===== config.mk =====
export PLATFORM = sky130hd
export DESIGN_NAME = uart_tx_arbiter
export DESIGN_NICKNAME = d
export VERILOG_FILES = /design/src/rtl/uart_tx_arbiter.sv
export SDC_FILE = /design/constraint.sdc
export NUM_CORES = 1
export LEC_CHECK = 0
export BUFFER_PORTS_ARGS = -buffer_cell sky130_fd_sc_hd__buf_2
export CAP_MARGIN = 30
export CORE_MARGIN = 2
export CORE_UTILIZATION = 45
export DETAILED_ROUTE_END_ITERATION = 8
export GPL_ROUTABILITY_DRIVEN = 0
export PLACE_DENSITY = 0.7
export RECOVER_POWER = 25
export SLEW_MARGIN = 20
export SYNTH_ARGS = -nofsm -noshare
export SYNTH_HDL_FRONTEND = slang
export SYNTH_SLANG_ARGS = --single-unit

===== constraint.sdc =====
create_clock -name clk -period 3.01 [get_ports clk]
set_input_delay 0.1505 -clock clk [delete_from_list [all_inputs] [get_ports clk]]
set_output_delay 0.1505 -clock clk [all_outputs]
set_load 0.005 [all_outputs]

===== src/rtl/uart_tx_arbiter.sv =====
// Two-requester round-robin arbiter feeding a single UART transmitter byte port.
// One-entry output register, burst-limited fairness, registered one-hot grant.
module uart_tx_arbiter #(
  parameter int unsigned BURST_MAX = 4
) (
  input  logic       clk,
  input  logic       reset_n,
  input  logic [7:0] req0_data,
  input  logic       req0_valid,
  output logic       req0_ready,
  input  logic [7:0] req1_data,
  input  logic       req1_valid,
  output logic       req1_ready,
  output logic [7:0] tx_data,
  output logic       tx_valid,
  input  logic       tx_ready,
  output logic [1:0] grant
);

  localparam int unsigned CW = $clog2(BURST_MAX + 1);
  localparam logic [CW-1:0] CNT_MAX = CW'(BURST_MAX);

  typedef enum logic [1:0] {
    IDLE = 2'd0,
    GNT0 = 2'd1,
    GNT1 = 2'd2
  } state_t;

  state_t        state_q, state_d, other_state;
  logic [1:0]    grant_q;
  logic [7:0]    tx_data_q, tx_data_d;
  logic          tx_valid_q, tx_valid_d;
  logic [CW-1:0] cnt_q, cnt_d, cnt_inc;
  logic          last_q, last_d;
  logic          out_free, hs0, hs1;
  logic          own_id, own_valid, other_valid, own_hs;

  // The output register can take a new byte when empty or draining this cycle.
  assign out_free   = !tx_valid_q || tx_ready;
  assign req0_ready = (state_q == GNT0) && out_free;
  assign req1_ready = (state_q == GNT1) && out_free;
  assign hs0        = req0_valid && req0_ready;
  assign hs1        = req1_valid && req1_ready;

  assign tx_data  = tx_data_q;
  assign tx_valid = tx_valid_q;
  assign grant    = grant_q;

  always_comb begin
    own_id      = (state_q == GNT1);
    own_valid   = own_id ? req1_valid : req0_valid;
    other_valid = own_id ? req0_valid : req1_valid;
    other_state = own_id ? GNT0 : GNT1;
    own_hs      = hs0 || hs1;
    cnt_inc     = (cnt_q == CNT_MAX) ? CNT_MAX : cnt_q + CW'(1);
  end

  always_comb begin
    tx_data_d  = tx_data_q;
    tx_valid_d = tx_valid_q;
    if (hs0) begin
      tx_data_d  = req0_data;
      tx_valid_d = 1'b1;
    end else if (hs1) begin
      tx_data_d  = req1_data;
      tx_valid_d = 1'b1;
    end else if (tx_ready) begin
      tx_valid_d = 1'b0;
    end
  end

  always_comb begin
    state_d = state_q;
    last_d  = last_q;
    cnt_d   = cnt_q;
    case (state_q)
      IDLE: begin
        // On a tie, the requester that was not served last wins.
        if (req0_valid && (!req1_valid || last_q)) begin
          state_d = GNT0;
        end else if (req1_valid) begin
          state_d = GNT1;
        end
      end
      GNT0, GNT1: begin
        if (!own_valid) begin
          state_d = other_valid ? other_state : IDLE;
          last_d  = own_id;
        end else if (other_valid && ((own_hs ? cnt_inc : cnt_q) == CNT_MAX)) begin
          state_d = other_state;
          last_d  = own_id;
        end else if (own_hs) begin
          cnt_d = cnt_inc;
        end
      end
      default: state_d = IDLE;
    endcase
    if (state_d != state_q) cnt_d = '0;
  end

  always_ff @(posedge clk or negedge reset_n) begin
    if (!reset_n) begin
      state_q    <= IDLE;
      grant_q    <= 2'b00;
      tx_data_q  <= 8'h00;
      tx_valid_q <= 1'b0;
      cnt_q      <= '0;
      last_q     <= 1'b1;
    end else begin
      state_q    <= state_d;
      grant_q    <= {state_d == GNT1, state_d == GNT0};
      tx_data_q  <= tx_data_d;
      tx_valid_q <= tx_valid_d;
      cnt_q      <= cnt_d;
      last_q     <= last_d;
    end
  end

endmodule


Yosys cells after proc, flatten, opt, wreduce, memory -nomap -nowiden:

Index checks and enable logic that the tools add are counted.

* logic and storage cells: 57
* flip-flop bits (word level): 17
* input bits: 21
* output and inout bits: 13

* multiplexer cells: 22
* add/subtract/negate cells: 1
* equal/unequal tests: 9
* reductions and logical operators: 19

Operator list (number)
* two-way mux 3 bit: 6
* two-way mux 8 bit: 2
* two-way mux 2 bit: 6
* two-way mux 1 bit: 7
* equality test 3 bit (second input constant): 2
* logical AND 1 bit: 6
* nonzero test 2 bit: 3
* equality test 2 x 1 -> 1 bit (second input constant): 2
* equality test 2 bit (second input constant): 2
* != test 2 x 1 -> 1 bit (second input constant): 2
* one-hot mux 2 bit (2 select lines): 1
* adder 3 x 1 -> 3 bit (second input constant): 1
* logical OR 1 bit: 3
* AND reduction 3 bit: 1
* nonzero test 3 bit: 1
* logical NOT 1 bit: 2
* logical NOT 2 bit: 1
* != test 2 bit: 1
* AND reduction 2 bit: 1
* OR reduction 2 bit: 1

Depth between registers and ports, before layout:

* depth after elaboration: 14
* gate-level depth with buffers: 9
* depth with buffers taken out: 8

Worst setup path before layout:

Ideal clock, no wire load.

* path kind: reg-to-reg
* from: register state_q[1]
* to: register cnt_q[0]
* buffers on the path: 0
* stages on the path, launching flop included: 9
* data arrival time: 2.012 ns
* library setup time: 0.073 ns
* required time: 2.937 ns
* path slack: 0.925 ns
* clock period less this slack: 2.085 ns
* path through: dfrtp_1 inv_1 ha_1 a22o_1 a31oi_2 nor2_4 a2111oi_4 mux2i_1 nor2b_1

* word-level cells in the longest chain between the ends: 13
* elaborated cells between the ends (all ways): 30
* classes of those cells: eq/ne: 5; mux: 14; reduce/logical: 11

Ends and longest elaborated chain
* start: declaration: line 29 `state_t state_q, state_d, other_state;`
* start signal: assignment: line 110 `state_q <= state_d;`
* equality test 2 x 1 -> 1 bit / equality test 2 bit (equally long branches)
* logical AND 1 bit (on tied branches): line 40, 41
* logical AND 1 bit (on tied branches): line 42, 43
* logical OR 1 bit: line 54 `own_hs = hs0 || hs1;`
* two-way mux 3 bit
* equality test 3 bit: line 89 `end else if (other_valid && ((own_hs ? cnt_inc : cnt_q) == CNT_MAX)) begin`
* logical AND 1 bit: line 89
* two-way mux 2 bit: line 89
* two-way mux 2 bit: line 86 `if (!own_valid) begin`
* one-hot mux 2 bit (2 select lines): line 76 `case (state_q)`
* != test 2 bit: line 98 `if (state_d != state_q) cnt_d = '0;`
* != test 2 x 1 -> 1 bit (no source line) / nonzero test 2 bit (equally long branches)
* AND reduction 3 bit (no source line)
* end signal: assignment: line 114 `cnt_q <= cnt_d;`
* end: declaration: line 33 `logic [CW-1:0] cnt_q, cnt_d, cnt_inc;`

Several ways; a longest one is shown, not always the timed one. The select of a mux whose other input is x is not followed.
A chain may end at the register's enable or synchronous reset.

Worst setup path in the final report:

* from: register state_q[0]
* to: register cnt_q[0]

* word-level cells in the longest chain between the ends: 13
* elaborated cells between the ends (all ways): 30
* classes of those cells: eq/ne: 5; mux: 14; reduce/logical: 11

Ends and longest elaborated chain
* equality test 2 bit (*): line 50 `own_id = (state_q == GNT1);`
* via own_id: line 36 `logic own_id, own_valid, other_valid, own_hs;`
* logical AND 1 bit: line 41 `assign req1_ready = (state_q == GNT1) && out_free;`
* logical AND 1 bit: line 43 `assign hs1 = req1_valid && req1_ready;`
* logical OR 1 bit: line 54
* two-way mux 3 bit
* equality test 3 bit: line 89
* logical AND 1 bit: line 89
* two-way mux 2 bit: line 89
* two-way mux 2 bit: line 86
* one-hot mux 2 bit (2 select lines): line 76
* != test 2 bit: line 98
* != test 2 x 1 -> 1 bit (no source line) / nonzero test 2 bit (equally long branches)
* AND reduction 3 bit (no source line)

The timed path passes the listed nets; every way through them passes the cells marked *. The select of a mux whose other input is x is not followed.

==> results.json <==
{
  "crit_fanout": 14,
  "vias_per_cell": 5.79,
  "drcViolationCount": 0,
  "clock-sinks": 17,
  "vias": 1216,
  "drive_above_1_share_pct": 26.8,
  "required_ns": 3.23,
  "worstMarginPinSlew_ns": 0.894,
  "portBuffers": 33,
  "drv_cap": 0,
  "slew_headroom_pct": 40.4,
  "hold_viol": 0,
  "end_kind": "register",
  "syn_avg_cell_area_um2": 9.04,
  "dpl.hpwl_um": 2300,
  "synth.cell_area_um2": 1310,
  "synth_top_area_share_pct": 30.5,
  "fp.dieH_um": 58.0,
  "yosys.area.top_type": "dfrtp_1",
  "wire_per_inst_um": 13.8,
  "layout.nets": 207,
  "crit_path_start_kind": "register",
  "cts_buffers": 3,
  "rsz0062_at_grt": "no",
  "synth_edf_count": 0,
  "power_density_nw_per_um2": 804,
  "cts-root-buf": "clkbuf_4",
  "fp.dieW_um": 58.0,
  "wl_um": 2900,
  "clk_pin_slew_ns": 0.10,
  "synth_cells": 145,
  "place_inst": 205,
  "drt_iter0_drc": 83,
  "antenna_cells": 0,
  "cts_max_level": 1,
  "holdBufCountCts": 1,
  "synth_top_family_by_area": "compound AO/OA/AOI/OAI gates",
  "synth_mux_area_share_pct": 9.26,
  "ir_drop_mv": 0.482,
  "ant_nets": 0,
  "fin_worst_skew_ns": 0.00202,
  "syn2layout_area_growth_pct": 16.6,
  "post-cts-setup-buffer-count": 0,
  "rows": 19,
  "antenna_found_initial": 0,
  "critPathKind": "register to register",
  "grt_max_degree": 19,
  "setup_tns_ns": 0,
  "synth_compound_area_share_pct": 26.5,
  "synthTopCellsByCount": "nand2_1, dfrtp_1, o21ai_0",
  "crit_path_cell_trace": "inv_1 -> ha_1 -> a22oi_2 -> nor4b_4 -> nor2_4 -> a2111oi_4 -> mux2i_1 -> nor2b_1",
  "start_util_pct": 47.5,
  "synth-xor-area-share_pct": 0,
  "rrSetupSlack_ns": 0.41,
  "die_area_um2": 3360,
  "slowest_delay_ns": 0.49,
  "yosysSeqAreaShare_pct": 32.5,
  "grt_pass1_vias": 1172,
  "slowest_stage": "ha_1",
  "postCtsResizedCells": 0,
  "yosys.area_share.simple_pct": 21.8,
  "max_freq_mhz": 385,
  "ys_async_sr_fraction_pct": 100,
  "synth_seq_cells": 17,
  "dr.pass1.iters": 4,
  "final_cell_count_no_fill": 210,
  "grt_util_all_layers_pct": 19.0,
  "synthFlopType": "dfrtp_1",
  "cp_num_buf_inv": 1,
  "ios": 34,
  "grt_pass1_wl_um": 5020,
  "p_leak_uw": 0.000739,
  "fin_crit_ns": 2.60,
  "arrival_ns": 2.82,
  "hp-class": "input pin to register",
  "yosysWarnings": 0,
  "cts_tree": "done",
  "outcome": "completed",
  "clk-insertion-delay-late_ns": 0.29,
  "ys_types": 47,
  "netlist_top_cells_area": "dfrtp_1, mux2i_1, ha_1, o21ai_0, nand2_1",
  "cpLargestDelayFamily": "simple AND/OR/NAND/NOR gates",
  "setup-violations-final": 0,
  "drv_slew": 0,
  "grt_overflow": 0,
  "core_area_um2": 2760,
  "final.period_utilization_pct": 86.4,
  "synth_most_common_cell": "nand2_1",
  "syn_nets": 172,
  "synth_fa_ha_area_share_pct": 5.73,
  "clk_path_buf_depth": 2
}
==> stage by stage <==
step | setup WS, ns | power [µW] | hold WS (ns) | instance area [µm²] | utilization [%]
3_3_place_gp | 0.544 | 1090 | 0.0872 | 1490 | 54.2
3_5_place_dp | 0.471 | 1110 | 0.0984 | 1490 | 54.2
6_report | 0.410 | 1230 | 0.141 | 1530 | 55.4
5_1_grt | 0.164 | 1350 | 0.135 | 1530 | 55.4
4_1_cts | 0.441 | 1240 | 0.133 | 1530 | 55.5
2_1_floorplan | 0.925 | 893 | -0.145 | 1310 | -
==> worst paths after layout <==
path,start,end,cells after the start
setup / recovery,state_q[0]$_DFF_PN0_,cnt_q[0]$_DFFE_PN0P_,8
hold / removal,req0_data[7],tx_data[7]$_DFFE_PN0N_,3
setup reg to reg,state_q[0]$_DFF_PN0_,cnt_q[0]$_DFFE_PN0P_,8
hold reg to reg,tx_data[6]$_DFFE_PN0N_,tx_data[6]$_DFFE_PN0N_,2
max in group asynchronous,reset_n,grant[0]$_DFF_PN0_,2
min in group asynchronous,reset_n,tx_data[7]$_DFFE_PN0N_,2
==> logic make-up (layout without fill, tap and decap cells) <==
group                    Yosys count  count (layout)
flip-flops                        17              17
buffers and inverters             12              46
multiplexers                      12              12
AO/OA/AOI/OAI                     45              45
AND/OR/NAND/NOR                   53              53
adder cells (fa/ha/maj)            6               6
==> worst register-to-register path: stages, from the launching register on <==
cell       delay [ns]
dfrtp_1          0.47
inv_1            0.15
ha_1             0.49
a22oi_2          0.20
nor4b_4          0.38
nor2_4           0.11
a2111oi_4        0.37
mux2i_1          0.21
nor2b_1          0.15
==> layout make-up <==
class | instances | area (µm²)
flip-flops and latches | 17 | 427
well taps | 31 | 38.8
inverters | 7 | 26.3
clock buffers | 4 | 26.3
fillers | 250 | 1230
repair buffers | 35 | 181
multi-input cells | 116 | 830
==> layer usage <==
metal / global-route usage (%) / up-vias / wire length [µm] / share of wire (%)
met5: 0 / - / 0 / 0
met4: 8.64 / 0 / 36 / 1.2
met3: 2.68 / 4 / 149 / 5.1
met2: 31.0 / 43 / 1350 / 47
met1: 25.1 / 569 / 1360 / 47
li1: - / 600 / - / -
==> power by group <==
group | total, µW | internal (µW) | switching, µW
Combinational | 714 | 300 | 414
Clock | 122 | 51.5 | 70.7
Sequential | 394 | 323 | 70.8
==> cells in the final DEF, fill, tap and decap left out, types with 3 or more instances in the layout <==
cell / Yosys / layout
a21oi_1: 5 / 5
and2_1: 4 / 4
buf_2: 2 / 32
clkbuf_4: 0 / 3
dfrtp_1: 16 / 16
ha_1: 6 / 6
inv_1: 7 / 7
mux2i_1: 11 / 11
nand2_1: 18 / 18
nand2b_1: 6 / 6
nand3_1: 3 / 3
nor2_1: 9 / 9
nor2b_1: 4 / 4
o21ai_0: 14 / 14
==> state kept, by name, summed over array words and instances, names as in the netlist <==
signal,cells
cnt_q,3
tx_data,8
grant,2
tx_valid,1
last_q,1
state_q,2
Power figures use the tool's default switching activity.
